===== config.mk =====
export PLATFORM = sky130hd
export DESIGN_NAME = selector_arbiter_ctrl_flat
export DESIGN_NICKNAME = d
export VERILOG_FILES = /design/src/rtl/selector_arbiter_ctrl_pkg.sv /design/src/rtl/selector_arbiter_ctrl_if.sv /design/src/rtl/selector_arbiter_ctrl_rr_pick.sv /design/src/rtl/selector_arbiter_ctrl.sv /design/src/flat_wrapper.sv
export SDC_FILE = /design/constraint.sdc
export NUM_CORES = 1
export LEC_CHECK = 0
export BUFFER_PORTS_ARGS = -buffer_cell sky130_fd_sc_hd__buf_2
export CAP_MARGIN = 20
export CORE_MARGIN = 2
export CORE_UTILIZATION = 42
export CTS_CLUSTER_SIZE = 12
export DETAILED_ROUTE_END_ITERATION = 10
export GPL_TIMING_DRIVEN = 0
export PLACE_DENSITY = 0.8
export SETUP_SLACK_MARGIN = 0.15
export SLEW_MARGIN = 10
export SYNTH_ARGS = -nofsm -noshare
export SYNTH_HDL_FRONTEND = slang
export SYNTH_HIERARCHICAL = 1
export SYNTH_SLANG_ARGS = --single-unit
export TNS_END_PERCENT = 20

===== constraint.sdc =====
create_clock -name CLK -period 2.68 [get_ports CLK]
set_input_delay 0.402 -clock CLK [delete_from_list [all_inputs] [get_ports CLK]]
set_output_delay 0.402 -clock CLK [all_outputs]
set_load 0.01 [all_outputs]

===== src/rtl/selector_arbiter_ctrl_pkg.sv =====
// Shared types and constants for the lane-selector arbitration controller.
// Optional build macro: SELCTRL_FIXED_PRIO_EN (fixed-priority arbitration).
package selector_pkg;

    localparam int SEL_FIELD_W = 3;
    localparam int SEL_FIELDS  = 4;
    localparam int LANES       = 4;

    typedef logic [SEL_FIELDS*SEL_FIELD_W-1:0] sel_word_t;

    typedef enum logic [1:0] {
        IDLE = 2'd0,
        HOLD = 2'd1,
        GAP  = 2'd2
    } state_t;

endpackage


===== src/rtl/selector_arbiter_ctrl_if.sv =====
// Request/grant and selector-drive bundle between requesters and the controller.
// Optional build macro: SELCTRL_FIXED_PRIO_EN (no effect on this interface).
interface selector_arbiter_ctrl_if #(
    parameter int NREQ  = 4,
    parameter int SELW  = 12,
    parameter int LANES = 4,
    parameter int LENW  = 4
);

    logic [NREQ-1:0]       req_valid;
    logic [NREQ*SELW-1:0]  req_sel;
    logic [NREQ*LANES-1:0] req_lane;
    logic [NREQ*LENW-1:0]  req_len;
    logic [NREQ-1:0]       req_ready;
    logic [SELW-1:0]       sel_out;
    logic [LANES-1:0]      lane_en;
    logic                  busy;
    logic [2:0]            owner;
    logic                  done;

    modport master (
        output req_valid, req_sel, req_lane, req_len,
        input  req_ready, sel_out, lane_en, busy, owner, done
    );

    modport slave (
        input  req_valid, req_sel, req_lane, req_len,
        output req_ready, sel_out, lane_en, busy, owner, done
    );

endinterface


===== src/rtl/selector_arbiter_ctrl_rr_pick.sv =====
// Combinational one-hot picker: round-robin after 'last', or lowest index.
// Optional build macro: SELCTRL_FIXED_PRIO_EN (reduces to a priority encoder).
module rr_pick #(
    parameter int NREQ = 4
) (
    input  logic [NREQ-1:0] req,
    input  logic [2:0]      last,
    output logic [NREQ-1:0] gnt,
    output logic [2:0]      idx
);

    logic [NREQ-1:0] pick;
    logic            found;

`ifdef SELCTRL_FIXED_PRIO_EN
    logic unused_last;
    assign unused_last = ^last;

    // Fixed priority: search the raw request vector from index 0
    always_comb begin
        pick = req;
    end
`else
    logic [NREQ-1:0] hi;

    // Prefer requesters above the last grantee, else wrap to the lowest
    always_comb begin
        hi = '0;
        for (int i = 0; i < NREQ; i++) begin
            hi[i] = req[i] && (i > int'(last));
        end
        pick = (|hi) ? hi : req;
    end
`endif

    // Lowest set bit of the candidate vector becomes the grant
    always_comb begin
        gnt   = '0;
        idx   = '0;
        found = 1'b0;
        for (int i = 0; i < NREQ; i++) begin
            if (!found && pick[i]) begin
                found  = 1'b1;
                gnt[i] = 1'b1;
                idx    = 3'(i);
            end
        end
    end

endmodule


===== src/rtl/selector_arbiter_ctrl.sv =====
// Grants one requester at a time and drives the lane selector for len+1 cycles.
// Optional build macro: SELCTRL_FIXED_PRIO_EN (fixed priority instead of RR).
module selector_arbiter_ctrl #(
    parameter int NREQ  = 4,
    parameter int SELW  = selector_pkg::SEL_FIELDS * selector_pkg::SEL_FIELD_W,
    parameter int LANES = selector_pkg::LANES,
    parameter int LENW  = 4
) (
    input  logic                     CLK,
    input  logic                     RESET,
    selector_arbiter_ctrl_if.slave   bus
);

    import selector_pkg::*;

    state_t           state;
    state_t           nstate;
    logic [NREQ-1:0]  gnt;
    logic [2:0]       widx;
    logic [2:0]       last;
    logic             any;
    logic [SELW-1:0]  sel_w;
    logic [LANES-1:0] lane_w;
    logic [LENW-1:0]  len_w;
    logic [LENW-1:0]  cnt;
    logic [SELW-1:0]  sel_q;
    logic [LANES-1:0] lane_q;
    logic [2:0]       owner_q;
    logic             busy_q;
    logic             done_q;

    assign any = |bus.req_valid;

    rr_pick #(.NREQ(NREQ)) u_pick (
        .req  (bus.req_valid),
        .last (last),
        .gnt  (gnt),
        .idx  (widx)
    );

    // One-hot mux of the winner's request fields
    always_comb begin
        sel_w  = '0;
        lane_w = '0;
        len_w  = '0;
        for (int i = 0; i < NREQ; i++) begin
            if (gnt[i]) begin
                sel_w  = sel_w  | bus.req_sel[i*SELW +: SELW];
                lane_w = lane_w | bus.req_lane[i*LANES +: LANES];
                len_w  = len_w  | bus.req_len[i*LENW +: LENW];
            end
        end
    end

    // State register
    always_ff @(posedge CLK or posedge RESET) begin
        if (RESET) begin
            state <= IDLE;
        end else begin
            state <= nstate;
        end
    end

    // Next-state: accept in IDLE, count out HOLD, single GAP cycle
    always_comb begin
        nstate = state;
        unique case (state)
            IDLE:    if (any) nstate = HOLD;
            HOLD:    if (cnt == '0) nstate = GAP;
            GAP:     nstate = IDLE;
            default: nstate = IDLE;
        endcase
    end

`ifdef SELCTRL_FIXED_PRIO_EN
    assign last = 3'(NREQ - 1);
`else
    // Round-robin pointer; reset makes requester 0 first in line
    always_ff @(posedge CLK or posedge RESET) begin
        if (RESET) begin
            last <= 3'(NREQ - 1);
        end else if (state == IDLE && any) begin
            last <= widx;
        end
    end
`endif

    // Registered selector drive, hold counter and status flags
    always_ff @(posedge CLK or posedge RESET) begin
        if (RESET) begin
            sel_q   <= '0;
            lane_q  <= '0;
            cnt     <= '0;
            owner_q <= '0;
            busy_q  <= 1'b0;
            done_q  <= 1'b0;
        end else begin
            unique case (state)
                IDLE: begin
                    if (any) begin
                        sel_q   <= sel_w;
                        lane_q  <= lane_w;
                        cnt     <= len_w;
                        owner_q <= widx;
                        busy_q  <= 1'b1;
                    end
                end
                HOLD: begin
                    if (cnt != '0) begin
                        cnt <= cnt - 1'b1;
                    end else begin
                        sel_q  <= '0;
                        lane_q <= '0;
                        done_q <= 1'b1;
                    end
                end
                GAP: begin
                    done_q <= 1'b0;
                    busy_q <= 1'b0;
                end
                default: begin
                    done_q <= 1'b0;
                    busy_q <= 1'b0;
                end
            endcase
        end
    end

    assign bus.req_ready = (state == IDLE) ? gnt : '0;
    assign bus.sel_out   = sel_q;
    assign bus.lane_en   = lane_q;
    assign bus.owner     = owner_q;
    assign bus.busy      = busy_q;
    assign bus.done      = done_q;

endmodule


===== src/flat_wrapper.sv =====
// flat-port wrapper written by rule: the top's interface ports become plain ports
module selector_arbiter_ctrl_flat import selector_pkg::*;
#(
    parameter int NREQ  = 4,
    parameter int SELW  = selector_pkg::SEL_FIELDS * selector_pkg::SEL_FIELD_W,
    parameter int LANES = selector_pkg::LANES,
    parameter int LENW  = 4
)
  (CLK, RESET, bus_req_valid, bus_req_sel, bus_req_lane, bus_req_len, bus_req_ready, bus_sel_out, bus_lane_en, bus_busy, bus_owner, bus_done);
  selector_arbiter_ctrl_if #(.NREQ(NREQ), .SELW(SELW), .LANES(LANES), .LENW(LENW)) bus_i ();
  input  logic CLK;
  input  logic RESET;
  input wire logic [$bits(bus_i.req_valid)-1:0] bus_req_valid;
  input wire logic [$bits(bus_i.req_sel)-1:0] bus_req_sel;
  input wire logic [$bits(bus_i.req_lane)-1:0] bus_req_lane;
  input wire logic [$bits(bus_i.req_len)-1:0] bus_req_len;
  output wire logic [$bits(bus_i.req_ready)-1:0] bus_req_ready;
  output wire logic [$bits(bus_i.sel_out)-1:0] bus_sel_out;
  output wire logic [$bits(bus_i.lane_en)-1:0] bus_lane_en;
  output wire logic [$bits(bus_i.busy)-1:0] bus_busy;
  output wire logic [$bits(bus_i.owner)-1:0] bus_owner;
  output wire logic [$bits(bus_i.done)-1:0] bus_done;
  assign bus_i.req_valid = bus_req_valid;
  assign bus_i.req_sel = bus_req_sel;
  assign bus_i.req_lane = bus_req_lane;
  assign bus_i.req_len = bus_req_len;
  assign bus_req_ready = bus_i.req_ready;
  assign bus_sel_out = bus_i.sel_out;
  assign bus_lane_en = bus_i.lane_en;
  assign bus_busy = bus_i.busy;
  assign bus_owner = bus_i.owner;
  assign bus_done = bus_i.done;
  selector_arbiter_ctrl #(.NREQ(NREQ), .SELW(SELW), .LANES(LANES), .LENW(LENW)) u_core (.CLK(CLK), .RESET(RESET), .bus(bus_i));
endmodule

After elaboration in Yosys (flattened, before gate mapping)

Index checks and enable logic that the tools add are counted.
Widths: inputs -> output; s select.

Register bits: 30
Input port bits: 86
Output and inout port bits: 25
Logic and storage cells: 89

Add/subtract/negate cells: 1
Order comparisons: 3
Equality and inequality tests: 5
Mux-type cells: 39
Bitwise gates (word level): 11
Reduce and logical (&&, ||, !) cells: 22

Operators by type and width:

| kind                | number |
|---|---|
| $mux 12             | 6 |
| $mux 4              | 14 |
| $or 12x12->12       | 3 |
| $or 4x4->4          | 6 |
| $pmux 12 s2         | 1 |
| $pmux 4 s2          | 2 |
| $mux 1              | 9 |
| $reduce_and 2->1    | 4 |
| $logic_and 1x1->1   | 7 |
| $gt 2x3->1 const A  | 2 |
| $mux 3              | 2 |
| $ne 2x1->1 const B  | 3 |
| $reduce_and 3->1    | 2 |
| $logic_not 4->1     | 1 |
| $mux 2              | 2 |
| $pmux 1 s2          | 2 |
| $pmux 2 s2          | 1 |
| $reduce_bool 4->1   | 1 |
| $reduce_or 4->1     | 1 |
| $sub 4x1->4 const B | 1 |
| $gt 1x3->1 const A  | 1 |
| $logic_not 1->1     | 3 |
| $reduce_or 3->1     | 1 |
| $eq 2x1->1 const B  | 1 |
| other kinds (4)     | 5 |

Depth between registers and ports, before layout

Word-level depth: 17
Gate-level depth with buffers: 9
Mapped depth without buffers: 8

Modules after synthesis

Netlist, hierarchy kept.

By module, submodules not included:

| module                | instances | cells an instance | area each (µm²) | seq. area each (µm²) |
|---|---|---|---|---|
| selector_arbiter_ctrl | 1         | 149               | 1572.8          | 728.2 |
| rr_pick               | 1         | 25                | 157.7           | 0.0 |

Worst setup path before layout

OpenSTA, ideal clock, no wires.

Path kind: flip-flop to output port
Start: register u_core.last[0]
End: output port bus_req_ready[3]
Arrival: 1.802 ns
Required time: 2.278 ns
Setup slack: 0.476 ns
Cell stages (with the launch flop): 7
Buffers on the path: 1
Path through: dfstp_2 nand2_1 o31ai_1 a21oi_1 a2111oi_2 clkbuf_1 and2_1

Word-level cells in the longest chain between the ends: 15
Elaborated cells between the ends (all ways): 19
Those cells by class: 3 x order compare; 6 x mux; 10 x reduce/logical

Ends and longest elaborated chain:

| element                                         | RTL line                            | source |
|---|---|---|
| from (decl)                                     | selector_arbiter_ctrl.sv:20         | `logic [2:0] last;` |
| from (signal assigned)                          | selector_arbiter_ctrl.sv:81         | `last <= 3'(NREQ - 1);` |
| from (signal assigned)                          | selector_arbiter_ctrl.sv:83         | `last <= widx;` |
| $gt 1x3->1 / $gt 2x3->1 (equally long branches) | selector_arbiter_ctrl_rr_pick.sv:30 | `hi[i] = req[i] && (i > int'(last));` |
| $logic_and 1x1->1                               | selector_arbiter_ctrl_rr_pick.sv:30 |  |
| $reduce_or 3->1                                 | selector_arbiter_ctrl_rr_pick.sv:32 | `pick = (\|hi) ? hi : req;` |
| $mux 4 (*)                                      | selector_arbiter_ctrl_rr_pick.sv:32 |  |
| $mux 1                                          | selector_arbiter_ctrl_rr_pick.sv:42 | `if (!found && pick[i]) begin` |
| $logic_not 1->1                                 | selector_arbiter_ctrl_rr_pick.sv:42 |  |
| $logic_and 1x1->1                               | selector_arbiter_ctrl_rr_pick.sv:42 |  |
| $mux 1                                          | selector_arbiter_ctrl_rr_pick.sv:42 |  |
| $logic_not 1->1                                 | selector_arbiter_ctrl_rr_pick.sv:42 |  |
| $logic_and 1x1->1                               | selector_arbiter_ctrl_rr_pick.sv:42 |  |
| $mux 1                                          | selector_arbiter_ctrl_rr_pick.sv:42 |  |
| $logic_not 1->1                                 | selector_arbiter_ctrl_rr_pick.sv:42 |  |
| $logic_and 1x1->1 (*)                           | selector_arbiter_ctrl_rr_pick.sv:42 |  |
| $mux 1 (*)                                      | selector_arbiter_ctrl_rr_pick.sv:42 |  |
| named net u_core.gnt[3]                         | selector_arbiter_ctrl.sv:18         | `logic [NREQ-1:0] gnt;` |
| $mux 4 (*)                                      | selector_arbiter_ctrl.sv:129        | `assign bus.req_ready = (state == IDLE) ? gnt : '0;` |
| to (decl)                                       | flat_wrapper.sv:17                  | `output wire logic [$bits(bus_i.req_ready)-1:0] bus_req_ready;` |

The timed path passes the listed nets; every way through them passes the cells marked *.

Worst setup path after layout

Start: register u_core.last[2]
End: output port bus_req_ready[3]

Word-level cells in the longest chain between the ends: 15
Elaborated cells between the ends (all ways): 19
Those cells by class: 3 x order compare; 6 x mux; 10 x reduce/logical

Ends and longest elaborated chain:

| element                                         | RTL line |
|---|---|
| $gt 1x3->1 / $gt 2x3->1 (equally long branches) | selector_arbiter_ctrl_rr_pick.sv:30 |
| $logic_and 1x1->1                               | selector_arbiter_ctrl_rr_pick.sv:30 |
| $reduce_or 3->1 (*)                             | selector_arbiter_ctrl_rr_pick.sv:32 |
| $mux 4 (*)                                      | selector_arbiter_ctrl_rr_pick.sv:32 |
| $mux 1 (*)                                      | - |
| named net u_core.gnt[0]                         | selector_arbiter_ctrl.sv:18 |
| $logic_not 1->1                                 | selector_arbiter_ctrl_rr_pick.sv:42 |
| $logic_and 1x1->1                               | selector_arbiter_ctrl_rr_pick.sv:42 |
| $mux 1 (*)                                      | selector_arbiter_ctrl_rr_pick.sv:42 |
| $logic_not 1->1                                 | selector_arbiter_ctrl_rr_pick.sv:42 |
| $logic_and 1x1->1                               | selector_arbiter_ctrl_rr_pick.sv:42 |
| $mux 1 (*)                                      | selector_arbiter_ctrl_rr_pick.sv:42 |
| $logic_not 1->1 (*)                             | selector_arbiter_ctrl_rr_pick.sv:42 |
| $logic_and 1x1->1 (*)                           | selector_arbiter_ctrl_rr_pick.sv:42 |
| $mux 1 (*)                                      | selector_arbiter_ctrl_rr_pick.sv:42 |
| named net u_core.gnt[3]                         | selector_arbiter_ctrl.sv:18 |
| $mux 4 (*)                                      | selector_arbiter_ctrl.sv:129 |

Marks and branches as above.

==> impl_metrics.yaml <==
run_status:
  outcome: "finished clean"
drt:
  dr.pass1.iters: 4
  vias: 1885
  remaining_drc_errors: 0
  drt_iter0_markers: 127
  ant_nets: 0
  wl_mm: 5.39
  wl_per_cell_um: 15.7
  avgViaCountPerCell: 5.48
setup_path:
  crit_path_start_kind: "flop"
  critPathMaxFanout: 10
  cp_num_buf_inv: 2
  critical_path.cell_chain: "and2b_1, nand2_1, o311a_4, a2111oi_4, clkbuf_8, and2_1, buf_2"
  reg2reg_depth: 9
  critical_path_depth: 7
  crit_arrival_ps: 2110
  end_kind: "primary output"
  worst_path_largest_cell_delay_ps: 460
  slowest_stage: "dfrtp_1"
  r2r-start: "u_core/last[2]"
  crit_family: "compound AO/OA/AOI/OAI gates"
  required_ps: 2280
  rrSetupSlack_ps: 250
  worstSetupPathType: "flop to primary output"
  crit_path_start: "u_core/last[2]"
  rr_endpoint: "u_core/bus.sel_out[0]"
  crit_end: "bus_req_ready[3]"
cts:
  cts.path.max_buffers: 2
  holdBufCountCts: 0
  cts_buffers: 5
  h-tree-depth: 2
  cts_root_buf: "clkbuf_8"
  clk_pin_slew_worst_paths_ps: 70
  clock_sinks: 29
  cts_tree: "yes"
  clkLatencyLatePin_ps: 290
logic_synthesis:
  synth_edf_count: 0
  syn_area_um2: 1730
  synthTopCellsByArea: "dfrtp_1 (39%), a221oi_1 (9.1%), a22o_1 (8.6%), o2bb2ai_1 (8.1%), nand2_1 (4.1%)"
  syn_nets: 261
  synth_warnings: 6
  syn_avg_cell_area_um2: 9.94
  synthTopCellsByCount: "dfrtp_1 (27), nand2_1 (19), a221oi_1 (18)"
  yosysTopAreaCellShare_pct: 39.0
  ys_seq_area_share_pct: 42.1
  synthArstFlopShare_pct: 100
  synthCells: 174
  synth_cell_types: 40
  yosysMostFrequentCell: "dfrtp_1"
  yosysTopAreaCell: "dfrtp_1"
  synth_ff_type: "dfrtp_1"
  ys_ff_latch: 29
power_and_ir_drop:
  p_leak_nw: 1.27
  p_per_area_nw_per_um2: 966
  peakVddDrop_uv: 483
placed_design:
  preCtsSetupSlack_ps: 58.6
  gp_congestion: 0.886
  dp_hpwl_mm: 4.10
  io_buffers: 110
floorplan:
  fp-row-count: 23
  io-pin-count: 111
  core_um2: 3970
  die_area_um2: 4650
  die_h_um: 68.2
  die_x_um: 68.2
  start_util_pct: 43.6
timing:
  timing.fmax_mhz: 398
  max_slew_margin_pct: 56.8
  drv_slew: 0
  fin_skew_ps: 5.69
  period_minus_slack_ps: 2510
  final.period_utilization_pct: 93.8
  setup_slack_ps: 165
  setup_tns_ps: 0
  rsz0062_at_grt: "yes"
  finalHoldViolCount: 0
  worst_slew_pin_slew_ps: 647
  setup_viol: 0
grt:
  grt_first_pass_wirelength_mm: 7.86
  grt_max_degree: 17
  grt_overflow: 0
  grt_pass1_vias: 1693
  grt_use_total_pct: 23.4
  antenna_found_initial: 0
cells_and_area:
  drive_gt1_share_pct: 47.3
  insertedDiodeCount: 0
  synthToLayoutAreaGrowth_pct: 45.3
  final_net_count: 380
job:
  max_cap_viol_count: 0
hold_path:
  hp-class: "input port to async pin"
[where the power goes]
group | internal (W) | switching (W)
Combinational | 0.000583 | 0.000716
Sequential | 0.000643 | 0.000140
Clock | 0.000179 | 0.000168
Total | 0.00141 | 0.00102
[cells by family (layout without fill, tap and decap cells)]
family | count (synthesis) | after routing | synth area share, %
other | 1 | 1 | 0.217
xor gates and xnor gates | 2 | 2 | 1.01
DFF | 29 | 29 | 42.1
and+or+nand+nor | 45 | 45 | 13.8
AOI/OAI and AO/OA | 76 | 76 | 37.2
adders and majority gates | 1 | 1 | 0.723
buffers and inverters | 20 | 140 | 4.92
[layer usage]
layer / GRT usage (%) / up-vias / part of all wire, %
met5: 0 / - / 0
met4: 6.50 / 0 / 0.41
met3: 8.39 / 2 / 9.2
met2: 36.9 / 80 / 50
met1: 30.2 / 886 / 41
li1: - / 917 / -
[per-stage QoR]
| stage | instances | power, W | hold slack [ps] | util, % | instance area (µm²) |
|---|---|---|---|---|---|
| floorplan | 174 | 0.00160 | 473 | - | 1730 |
| global placement | 334 | 0.00201 | 455 | 59.0 | 2340 |
| detailed placement | 335 | 0.00204 | 463 | 59.7 | 2370 |
| CTS | 343 | 0.00241 | 209 | 62.5 | 2480 |
| global route | 344 | 0.00262 | 231 | 63.3 | 2510 |
| finish | 344 | 0.00243 | 196 | 63.3 | 2510 |
[worst register-to-register path: cells and delay by family, from the launching register on]
family	cells	cell delay, ps
and+or+nand+nor	2	380
DFF	1	460
buffers and inverters	2	560
AOI/OAI and AO/OA	5	950
[cell usage in the layout (no fill, tap or decap), types with 2 or more instances in the layout]
master	netlist	layout
a21oi_1	4	3
a21o_1	2	2
xor2_1	2	2
inv_1	7	7
nor2_1	5	5
dfrtp_1	27	27
clkbuf_8	0	6
and2_1	4	4
nand2_1	19	19
nor3_1	3	2
buf_4	2	5
a22oi_1	6	6
o22ai_1	2	2
nand3_1	2	2
a22o_1	17	17
clkbuf_1	9	6
dfstp_2	2	2
o21ai_0	3	3
nor2b_1	2	2
buf_2	2	112
o2bb2ai_1	16	16
nand2b_1	2	2
a221oi_1	18	18
clkinv_2	0	2
[worst min-delay path by stage]
| stage | startpoint | endpoint | slack (ps) | cells after the start |
|---|---|---|---|---|
| 4_1_cts | RESET | u_core/bus.sel_out[7] | 210 | 2 |
| 2_1_floorplan | u_core/last[0] | u_core/last[0] | 470 | 2 |
| 5_1_grt | RESET | u_core/bus.sel_out[7] | 230 | 2 |
| 3_3_place_gp | u_core/bus.owner[0] | u_core/bus.owner[0] | 460 | 2 |
| 3_5_place_dp | u_core/bus.owner[0] | u_core/bus.owner[0] | 460 | 2 |
| 6_report | RESET | u_core/bus.sel_out[7] | 200 | 2 |
[registers in the layout, summed over array words and instances (netlist names)]
| register | count |
|---|---|
| u_core/last | 3 |
| u_core/bus.lane_en | 4 |
| u_core/state | 2 |
| u_core/bus.sel_out | 12 |
| u_core/bus.done | 1 |
| u_core/bus.owner | 2 |
| u_core/cnt | 4 |
| u_core/bus.busy | 1 |
[layout make-up]
class | count | area (µm²)
Multi-Input combinational cell | 125 | 951
Clock buffer | 6 | 72.6
Clock inverter | 2 | 10.0
Sequential cell | 29 | 728
Timing Repair Buffer | 112 | 586
Fill cell | 349 | 1460
Inverter | 7 | 26.3
Tap cell | 50 | 62.6
Buffer | 13 | 77.6
[what timing repair did]
action	in CTS	in global routing
gates resized for setup	7	10
setup buffers	0	1
pin swaps	0	1
cloned	0	0
setup endpoints to repair	5	11
Note: power is estimated with default switching activity, not from simulation.
